[src/rtl/sound_mix_sequencer_if.sv]
// Bus bundle for sound_mix_sequencer: sample strobe, channel lanes,
// gain write port and the mixed result with its status flags.
interface sound_mix_sequencer_if #(
  parameter int unsigned COUNT      = 4,
  parameter int unsigned BIT_WIDTH  = 10,
  parameter int unsigned GAIN_WIDTH = 4
);
  localparam int unsigned SEL_W = (COUNT > 1) ? $clog2(COUNT) : 1;

  logic                         SAMPLE_STB;
  logic [COUNT*BIT_WIDTH-1:0]   IN_SIGNAL;
  logic                         GAIN_WE;
  logic [SEL_W-1:0]             GAIN_SEL;
  logic [GAIN_WIDTH-1:0]        GAIN_DATA;
  logic                         BUSY;
  logic [BIT_WIDTH-1:0]         OUT_SIGNAL;
  logic                         OUT_VALID;
  logic                         CLIP;
  logic                         OVERRUN;

  modport master (
    output SAMPLE_STB, IN_SIGNAL, GAIN_WE, GAIN_SEL, GAIN_DATA,
    input  BUSY, OUT_SIGNAL, OUT_VALID, CLIP, OVERRUN
  );

  modport slave (
    input  SAMPLE_STB, IN_SIGNAL, GAIN_WE, GAIN_SEL, GAIN_DATA,
    output BUSY, OUT_SIGNAL, OUT_VALID, CLIP, OVERRUN
  );
endinterface

[src/rtl/sound_mix_sequencer.sv]
// Time-multiplexed gain mixer: one MAC per channel per cycle, then shift and saturate.
// Define SOUND_MIX_SEQ_GAIN_RAMP_EN to make gain writes ramp by +/-1 per accepted strobe.
module sound_mix_sequencer #(
  parameter int unsigned COUNT      = 4,
  parameter int unsigned BIT_WIDTH  = 10,
  parameter int unsigned GAIN_WIDTH = 4
) (
  input  logic                   CLK,
  input  logic                   RESET_n,
  sound_mix_sequencer_if.slave   bus
);
  localparam int unsigned IDX_W = (COUNT > 1) ? $clog2(COUNT) : 1;
  localparam int unsigned ACC_W = BIT_WIDTH + GAIN_WIDTH + $clog2(COUNT + 1);
  localparam int unsigned SHIFT = GAIN_WIDTH - 1;
  localparam logic [GAIN_WIDTH-1:0]   UNITY   = GAIN_WIDTH'(1) << SHIFT;
  localparam logic signed [ACC_W-1:0] OUT_MAX = ACC_W'(2 ** (BIT_WIDTH - 1) - 1);
  localparam logic signed [ACC_W-1:0] OUT_MIN = ~OUT_MAX;

  typedef enum logic [1:0] {S_IDLE, S_ACCUM, S_LIMIT} state_e;

  state_e                        state_q, state_d;
  logic [IDX_W-1:0]              idx_q, idx_d;
  logic signed [ACC_W-1:0]       acc_q, acc_d;
  logic signed [BIT_WIDTH-1:0]   snap_q [COUNT];
  logic signed [BIT_WIDTH-1:0]   snap_d [COUNT];
  logic [GAIN_WIDTH-1:0]         gsnap_q [COUNT];
  logic [GAIN_WIDTH-1:0]         gsnap_d [COUNT];
  logic [GAIN_WIDTH-1:0]         gain_q [COUNT];
  logic [GAIN_WIDTH-1:0]         gain_d [COUNT];
`ifdef SOUND_MIX_SEQ_GAIN_RAMP_EN
  logic [GAIN_WIDTH-1:0]         target_q [COUNT];
  logic [GAIN_WIDTH-1:0]         target_d [COUNT];
`endif
  logic                          busy_q, busy_d;
  logic [BIT_WIDTH-1:0]          out_sig_q, out_sig_d;
  logic                          out_valid_q, out_valid_d;
  logic                          clip_q, clip_d;
  logic                          overrun_q, overrun_d;

  logic signed [ACC_W-1:0]       samp_ext;
  logic signed [ACC_W-1:0]       gain_ext;
  logic signed [ACC_W-1:0]       shifted;

  always_comb begin
    state_d     = state_q;
    idx_d       = idx_q;
    acc_d       = acc_q;
    snap_d      = snap_q;
    gsnap_d     = gsnap_q;
    gain_d      = gain_q;
`ifdef SOUND_MIX_SEQ_GAIN_RAMP_EN
    target_d    = target_q;
`endif
    busy_d      = busy_q;
    out_sig_d   = out_sig_q;
    out_valid_d = 1'b0;
    clip_d      = clip_q;
    overrun_d   = 1'b0;

    // Signed sample times unsigned gain, both widened to the accumulator.
    samp_ext = ACC_W'(snap_q[idx_q]);
    gain_ext = ACC_W'(gsnap_q[idx_q]);
    shifted  = acc_q >>> SHIFT;

    if (bus.GAIN_WE && (32'(bus.GAIN_SEL) < COUNT)) begin
`ifdef SOUND_MIX_SEQ_GAIN_RAMP_EN
      target_d[bus.GAIN_SEL] = bus.GAIN_DATA;
`else
      gain_d[bus.GAIN_SEL] = bus.GAIN_DATA;
`endif
    end

    unique case (state_q)
      S_IDLE: begin
        if (bus.SAMPLE_STB) begin
`ifdef SOUND_MIX_SEQ_GAIN_RAMP_EN
          for (int unsigned i = 0; i < COUNT; i++) begin
            if (gain_q[i] < target_d[i])      gain_d[i] = gain_q[i] + GAIN_WIDTH'(1);
            else if (gain_q[i] > target_d[i]) gain_d[i] = gain_q[i] - GAIN_WIDTH'(1);
          end
`endif
          // Snapshot sees same-cycle gain writes (write-through).
          for (int unsigned i = 0; i < COUNT; i++) begin
            snap_d[i]  = bus.IN_SIGNAL[i*BIT_WIDTH +: BIT_WIDTH];
            gsnap_d[i] = gain_d[i];
          end
          acc_d   = '0;
          idx_d   = '0;
          busy_d  = 1'b1;
          state_d = S_ACCUM;
        end
      end
      S_ACCUM: begin
        overrun_d = bus.SAMPLE_STB;
        acc_d     = acc_q + samp_ext * gain_ext;
        idx_d     = idx_q + IDX_W'(1);
        if (32'(idx_q) == COUNT - 1) state_d = S_LIMIT;
      end
      S_LIMIT: begin
        overrun_d   = bus.SAMPLE_STB;
        out_valid_d = 1'b1;
        busy_d      = 1'b0;
        state_d     = S_IDLE;
        if (shifted > OUT_MAX) begin
          out_sig_d = BIT_WIDTH'(OUT_MAX);
          clip_d    = 1'b1;
        end else if (shifted < OUT_MIN) begin
          out_sig_d = BIT_WIDTH'(OUT_MIN);
          clip_d    = 1'b1;
        end else begin
          out_sig_d = BIT_WIDTH'(shifted);
          clip_d    = 1'b0;
        end
      end
      default: state_d = S_IDLE;
    endcase
  end

  always_ff @(posedge CLK or negedge RESET_n) begin
    if (!RESET_n) begin
      state_q     <= S_IDLE;
      idx_q       <= '0;
      acc_q       <= '0;
      for (int unsigned i = 0; i < COUNT; i++) begin
        snap_q[i]   <= '0;
        gsnap_q[i]  <= UNITY;
        gain_q[i]   <= UNITY;
`ifdef SOUND_MIX_SEQ_GAIN_RAMP_EN
        target_q[i] <= UNITY;
`endif
      end
      busy_q      <= 1'b0;
      out_sig_q   <= '0;
      out_valid_q <= 1'b0;
      clip_q      <= 1'b0;
      overrun_q   <= 1'b0;
    end else begin
      state_q     <= state_d;
      idx_q       <= idx_d;
      acc_q       <= acc_d;
      snap_q      <= snap_d;
      gsnap_q     <= gsnap_d;
      gain_q      <= gain_d;
`ifdef SOUND_MIX_SEQ_GAIN_RAMP_EN
      target_q    <= target_d;
`endif
      busy_q      <= busy_d;
      out_sig_q   <= out_sig_d;
      out_valid_q <= out_valid_d;
      clip_q      <= clip_d;
      overrun_q   <= overrun_d;
    end
  end

  assign bus.BUSY       = busy_q;
  assign bus.OUT_SIGNAL = out_sig_q;
  assign bus.OUT_VALID  = out_valid_q;
  assign bus.CLIP       = clip_q;
  assign bus.OVERRUN    = overrun_q;
endmodule

[src/flat_wrapper.sv]
// flat-port wrapper written by rule: the top's interface ports become plain ports
module sound_mix_sequencer_flat 
#(
  parameter int unsigned COUNT      = 4,
  parameter int unsigned BIT_WIDTH  = 10,
  parameter int unsigned GAIN_WIDTH = 4
)
  (CLK, RESET_n, bus_SAMPLE_STB, bus_IN_SIGNAL, bus_GAIN_WE, bus_GAIN_SEL, bus_GAIN_DATA, bus_BUSY, bus_OUT_SIGNAL, bus_OUT_VALID, bus_CLIP, bus_OVERRUN);
  sound_mix_sequencer_if #(.COUNT(COUNT), .BIT_WIDTH(BIT_WIDTH), .GAIN_WIDTH(GAIN_WIDTH)) bus_i ();
  input  logic CLK;
  input  logic RESET_n;
  input wire logic [$bits(bus_i.SAMPLE_STB)-1:0] bus_SAMPLE_STB;
  input wire logic [$bits(bus_i.IN_SIGNAL)-1:0] bus_IN_SIGNAL;
  input wire logic [$bits(bus_i.GAIN_WE)-1:0] bus_GAIN_WE;
  input wire logic [$bits(bus_i.GAIN_SEL)-1:0] bus_GAIN_SEL;
  input wire logic [$bits(bus_i.GAIN_DATA)-1:0] bus_GAIN_DATA;
  output wire logic [$bits(bus_i.BUSY)-1:0] bus_BUSY;
  output wire logic [$bits(bus_i.OUT_SIGNAL)-1:0] bus_OUT_SIGNAL;
  output wire logic [$bits(bus_i.OUT_VALID)-1:0] bus_OUT_VALID;
  output wire logic [$bits(bus_i.CLIP)-1:0] bus_CLIP;
  output wire logic [$bits(bus_i.OVERRUN)-1:0] bus_OVERRUN;
  assign bus_i.SAMPLE_STB = bus_SAMPLE_STB;
  assign bus_i.IN_SIGNAL = bus_IN_SIGNAL;
  assign bus_i.GAIN_WE = bus_GAIN_WE;
  assign bus_i.GAIN_SEL = bus_GAIN_SEL;
  assign bus_i.GAIN_DATA = bus_GAIN_DATA;
  assign bus_BUSY = bus_i.BUSY;
  assign bus_OUT_SIGNAL = bus_i.OUT_SIGNAL;
  assign bus_OUT_VALID = bus_i.OUT_VALID;
  assign bus_CLIP = bus_i.CLIP;
  assign bus_OVERRUN = bus_i.OVERRUN;
  sound_mix_sequencer #(.COUNT(COUNT), .BIT_WIDTH(BIT_WIDTH), .GAIN_WIDTH(GAIN_WIDTH)) u_core (.CLK(CLK), .RESET_n(RESET_n), .bus(bus_i));
endmodule
[config.mk]
export PLATFORM = sky130hd
export DESIGN_NAME = sound_mix_sequencer_flat
export DESIGN_NICKNAME = d
export VERILOG_FILES = /design/src/rtl/sound_mix_sequencer_if.sv /design/src/rtl/sound_mix_sequencer.sv /design/src/flat_wrapper.sv
export SDC_FILE = /design/constraint.sdc
export NUM_CORES = 1
export LEC_CHECK = 0
export BUFFER_PORTS_ARGS = -buffer_cell sky130_fd_sc_hd__buf_2
export CAP_MARGIN = 5
export CELL_PAD_IN_SITES_DETAIL_PLACEMENT = 2
export CELL_PAD_IN_SITES_GLOBAL_PLACEMENT = 2
export CORE_MARGIN = 3
export CORE_UTILIZATION = 35
export CTS_CLUSTER_DIAMETER = 100
export DETAILED_ROUTE_END_ITERATION = 12
export GPL_ROUTABILITY_DRIVEN = 0
export GPL_TIMING_DRIVEN = 0
export PLACE_DENSITY_LB_ADDON = 0.1
export SKIP_LAST_GASP = 1
export SLEW_MARGIN = 20
export SYNTH_ARGS = -nofsm -noshare
export SYNTH_HDL_FRONTEND = slang
export SYNTH_SLANG_ARGS = --single-unit
[constraint.sdc]
create_clock -name CLK -period 11.65 [get_ports CLK]
set_input_delay 0.5825 -clock CLK [delete_from_list [all_inputs] [get_ports CLK]]
set_output_delay 0.5825 -clock CLK [all_outputs]
set_load 0.005 [all_outputs]
==> impl_metrics.ini <==
[worst_setup_path]
cp-start-kind = register
ff2ff_path_depth = 15
crit_arrival_ps = 5450
path_class = register to register
reg2reg_to = u_core.acc_q[16]
timing.rr.start = u_core.idx_q[0]
cp_max_fo = 10
reg2reg_slack_ps = 6440
cp-end-kind = register
worstPathRequired_ps = 11880

[synth]
synth_fa_ha_area_share_pct = 18.83
synth_nets = 679
synth.area.mux_share_pct = 17.33
synthSimpleGateAreaFrac_pct = 8.082
seq_area_frac_synth_pct = 40.95
synth_edf_count = 0
synth.distinct_cells = 46
synth_ff_type = dfrtp_1
synth_compound_area_share_pct = 7.301
syn_avg_cell_area_um2 = 11.87
synth_area_um2 = 6564
synth_top_family_by_area = adder cells
yosysMostFrequentCell = dfrtp_1
synth_area_leader_cell = dfrtp_1
synth_xor_area_share_pct = 1.735
synth.area.top_cells = dfrtp_1 38%, mux2_2 12%, fa_1 12%
synth.top_cell.area_share_pct = 37.74
netlist_instances = 553
async_reset_ff_share_pct = 100.0
synth_common_cells = 99 x dfrtp_1, 86 x inv_1, 71 x mux2_2
ys_seq_elements = 107
ys_warn_count = 0

[drt]
dr.pass1.iters = 4
routedWlPerCell_um = 20.37
postRouteAntennaNets = 0
vias = 4370
drc = 0
drtIter0Drc = 86
wl_um = 17560
avgViaCountPerCell = 5.070

[sta]
tightest_slew_ps = 935.3
finalHoldViolations = 0
tns_ps = 0
period_share_pct = 44.74
fmax_mhz = 191.8
finalSetupViolCount = 0
slew_headroom_pct = 37.42
fin_skew_ps = 6.131
min_period_ps = 5213
maxSlewViolCount = 0
rsz0062_at_grt = false

[global_routing]
grt_max_degree = 65
grt_use_total_pct = 18.69
grt_pass1_wl_um = 28950
grt_pass1_vias = 5094
antenna_found_initial = 0
overflow = 0

[clock_network]
cts_buffers = 9
clk_latency_ps = 360
path_clk_slew_ps = 80
cts_setup_buffers = 0
ctsResizeCount = 0
cts_buffer_depth = 2
cts_tree = built
root_buffer = clkbuf_16
cts_hold_buf = 0
htree_num_levels = 3
clock_sinks = 107

[placement]
post-dp-hpwl_um = 13430
io_buffers = 63

[outcome]
status = finished, final reports clean

[hold_path]
hold_class = input pin to asynchronous set/reset pin

[floorplan]
die-area_um2 = 20430
num_rows = 49
die_w_um = 142.9
core_area_um2 = 18210
dieHeight_um = 142.9
start_util_pct = 36.05
io_pins = 64

[flow_run]
drv_cap = 0

[cells_and_area]
syn_to_final_growth_pct = 14.09
nFillCells = 1918
fin_nets = 754
drive_gt1_share_pct = 29.07
antenna_cells = 0
## how the worst max path moves through the flow
stage / from / endpoint / slack, ps / cells after the start
floorplan: u_core.idx_q[0] / u_core.acc_q[14] / 7120 / 15
global placement: u_core.idx_q[0] / u_core.acc_q[16] / 6390 / 15
detailed placement: u_core.idx_q[0] / u_core.acc_q[16] / 6350 / 15
CTS: u_core.idx_q[0] / u_core.acc_q[16] / 6320 / 15
global route: u_core.idx_q[0] / u_core.acc_q[16] / 6050 / 15
finish: u_core.idx_q[0] / u_core.acc_q[16] / 6440 / 15
## cells in the final DEF (no fill, tap or decap), drive strengths merged, types with 3 or more instances in the layout
| cell | Yosys | routed |
|---|---|---|
| xor2 | 4 | 4 |
| xnor2 | 9 | 9 |
| ha | 38 | 38 |
| o22ai | 10 | 10 |
| and2 | 37 | 37 |
| a21oi | 14 | 14 |
| nand2 | 25 | 25 |
| clkbuf | 5 | 15 |
| nor2 | 18 | 18 |
| nand3 | 8 | 8 |
| nand2b | 3 | 3 |
| clkinv | 0 | 3 |
| buf | 7 | 71 |
| a21o | 6 | 6 |
| a32o | 3 | 3 |
| inv | 86 | 88 |
| mux4 | 14 | 14 |
| o21bai | 3 | 3 |
| fa | 38 | 38 |
| dfstp | 8 | 8 |
| dfrtp | 99 | 99 |
| nand4 | 3 | 3 |
| o21ai | 16 | 16 |
| mux2 | 73 | 73 |
| a22o | 6 | 6 |
## layout make-up
cell class	count	area (um2)	share of cell area (%)
Buffer	12	56.30	0.7519
Timing Repair Buffer	64	349.1	4.662
Clock buffer	10	229.0	3.058
Inverter	86	322.8	4.311
Tap cell	229	286.5	3.826
Multi-Input combinational cell	348	3497	46.70
Sequential cell	107	2688	35.89
Clock inverter	6	60.06	0.8020
## worst max-delay path, stage by stage, from the launching register on
cell and delay [ps]:
dfrtp_1 370, buf_2 280, mux4_2 700, and2_1 390, fa_1 530, fa_1 490, inv_1 50, fa_1 530
inv_1 40, ha_1 390, a2111oi_2 320, o21ai_1 180, a221oi_2 350, a32oi_1 180, xnor2_1 200, o21ai_1 70
## flip-flops by register name (all words and copies together), names as in the netlist, 2 cells and up
name,count
u_core.state_q,2
u_core.snap_q,40
u_core.bus.OUT_SIGNAL,10
u_core.acc_q,17
u_core.gain_q,16
u_core.idx_q,2
u_core.gsnap_q,16
## per-layer routing
layer  up-vias  wire [um]  track usage [%]
li1       2014          -                -
met1      2287       8199            25.32
met2        53       8702            31.43
met3        16        454            3.583
met4         0        204            3.902
met5         -          0                0
## through the flow
stage | setup slack, ps | instances | hold WS, ps | util, % | instance area, um2
after CTS | 6325 | 862 | 240.4 | 41.13 | 7488
after detailed placement | 6352 | 846 | 482.9 | 39.54 | 7199
after floorplan | 7118 | 553 | 286.9 | - | 6564
final | 6437 | 862 | 220.3 | 41.13 | 7488
after global placement | 6390 | 845 | 469.8 | 39.35 | 7166
after global routing | 6048 | 862 | 261.0 | 41.13 | 7488
## kinds of logic (layout without fill, tap and decap cells)
| group | Yosys count | after routing |
|---|---|---|
| AOI/OAI and AO/OA | 70 | 70 |
| xor gates and xnor gates | 13 | 13 |
| adders and majority gates | 76 | 76 |
| buffers and inverters | 98 | 178 |
| DFF | 107 | 107 |
| muxes | 87 | 87 |
| and+or+nand+nor | 102 | 102 |
Power is left out: the tool's default activity adds up to more than one toggle a clock period on the data nets, which glitch-free logic cannot reach.
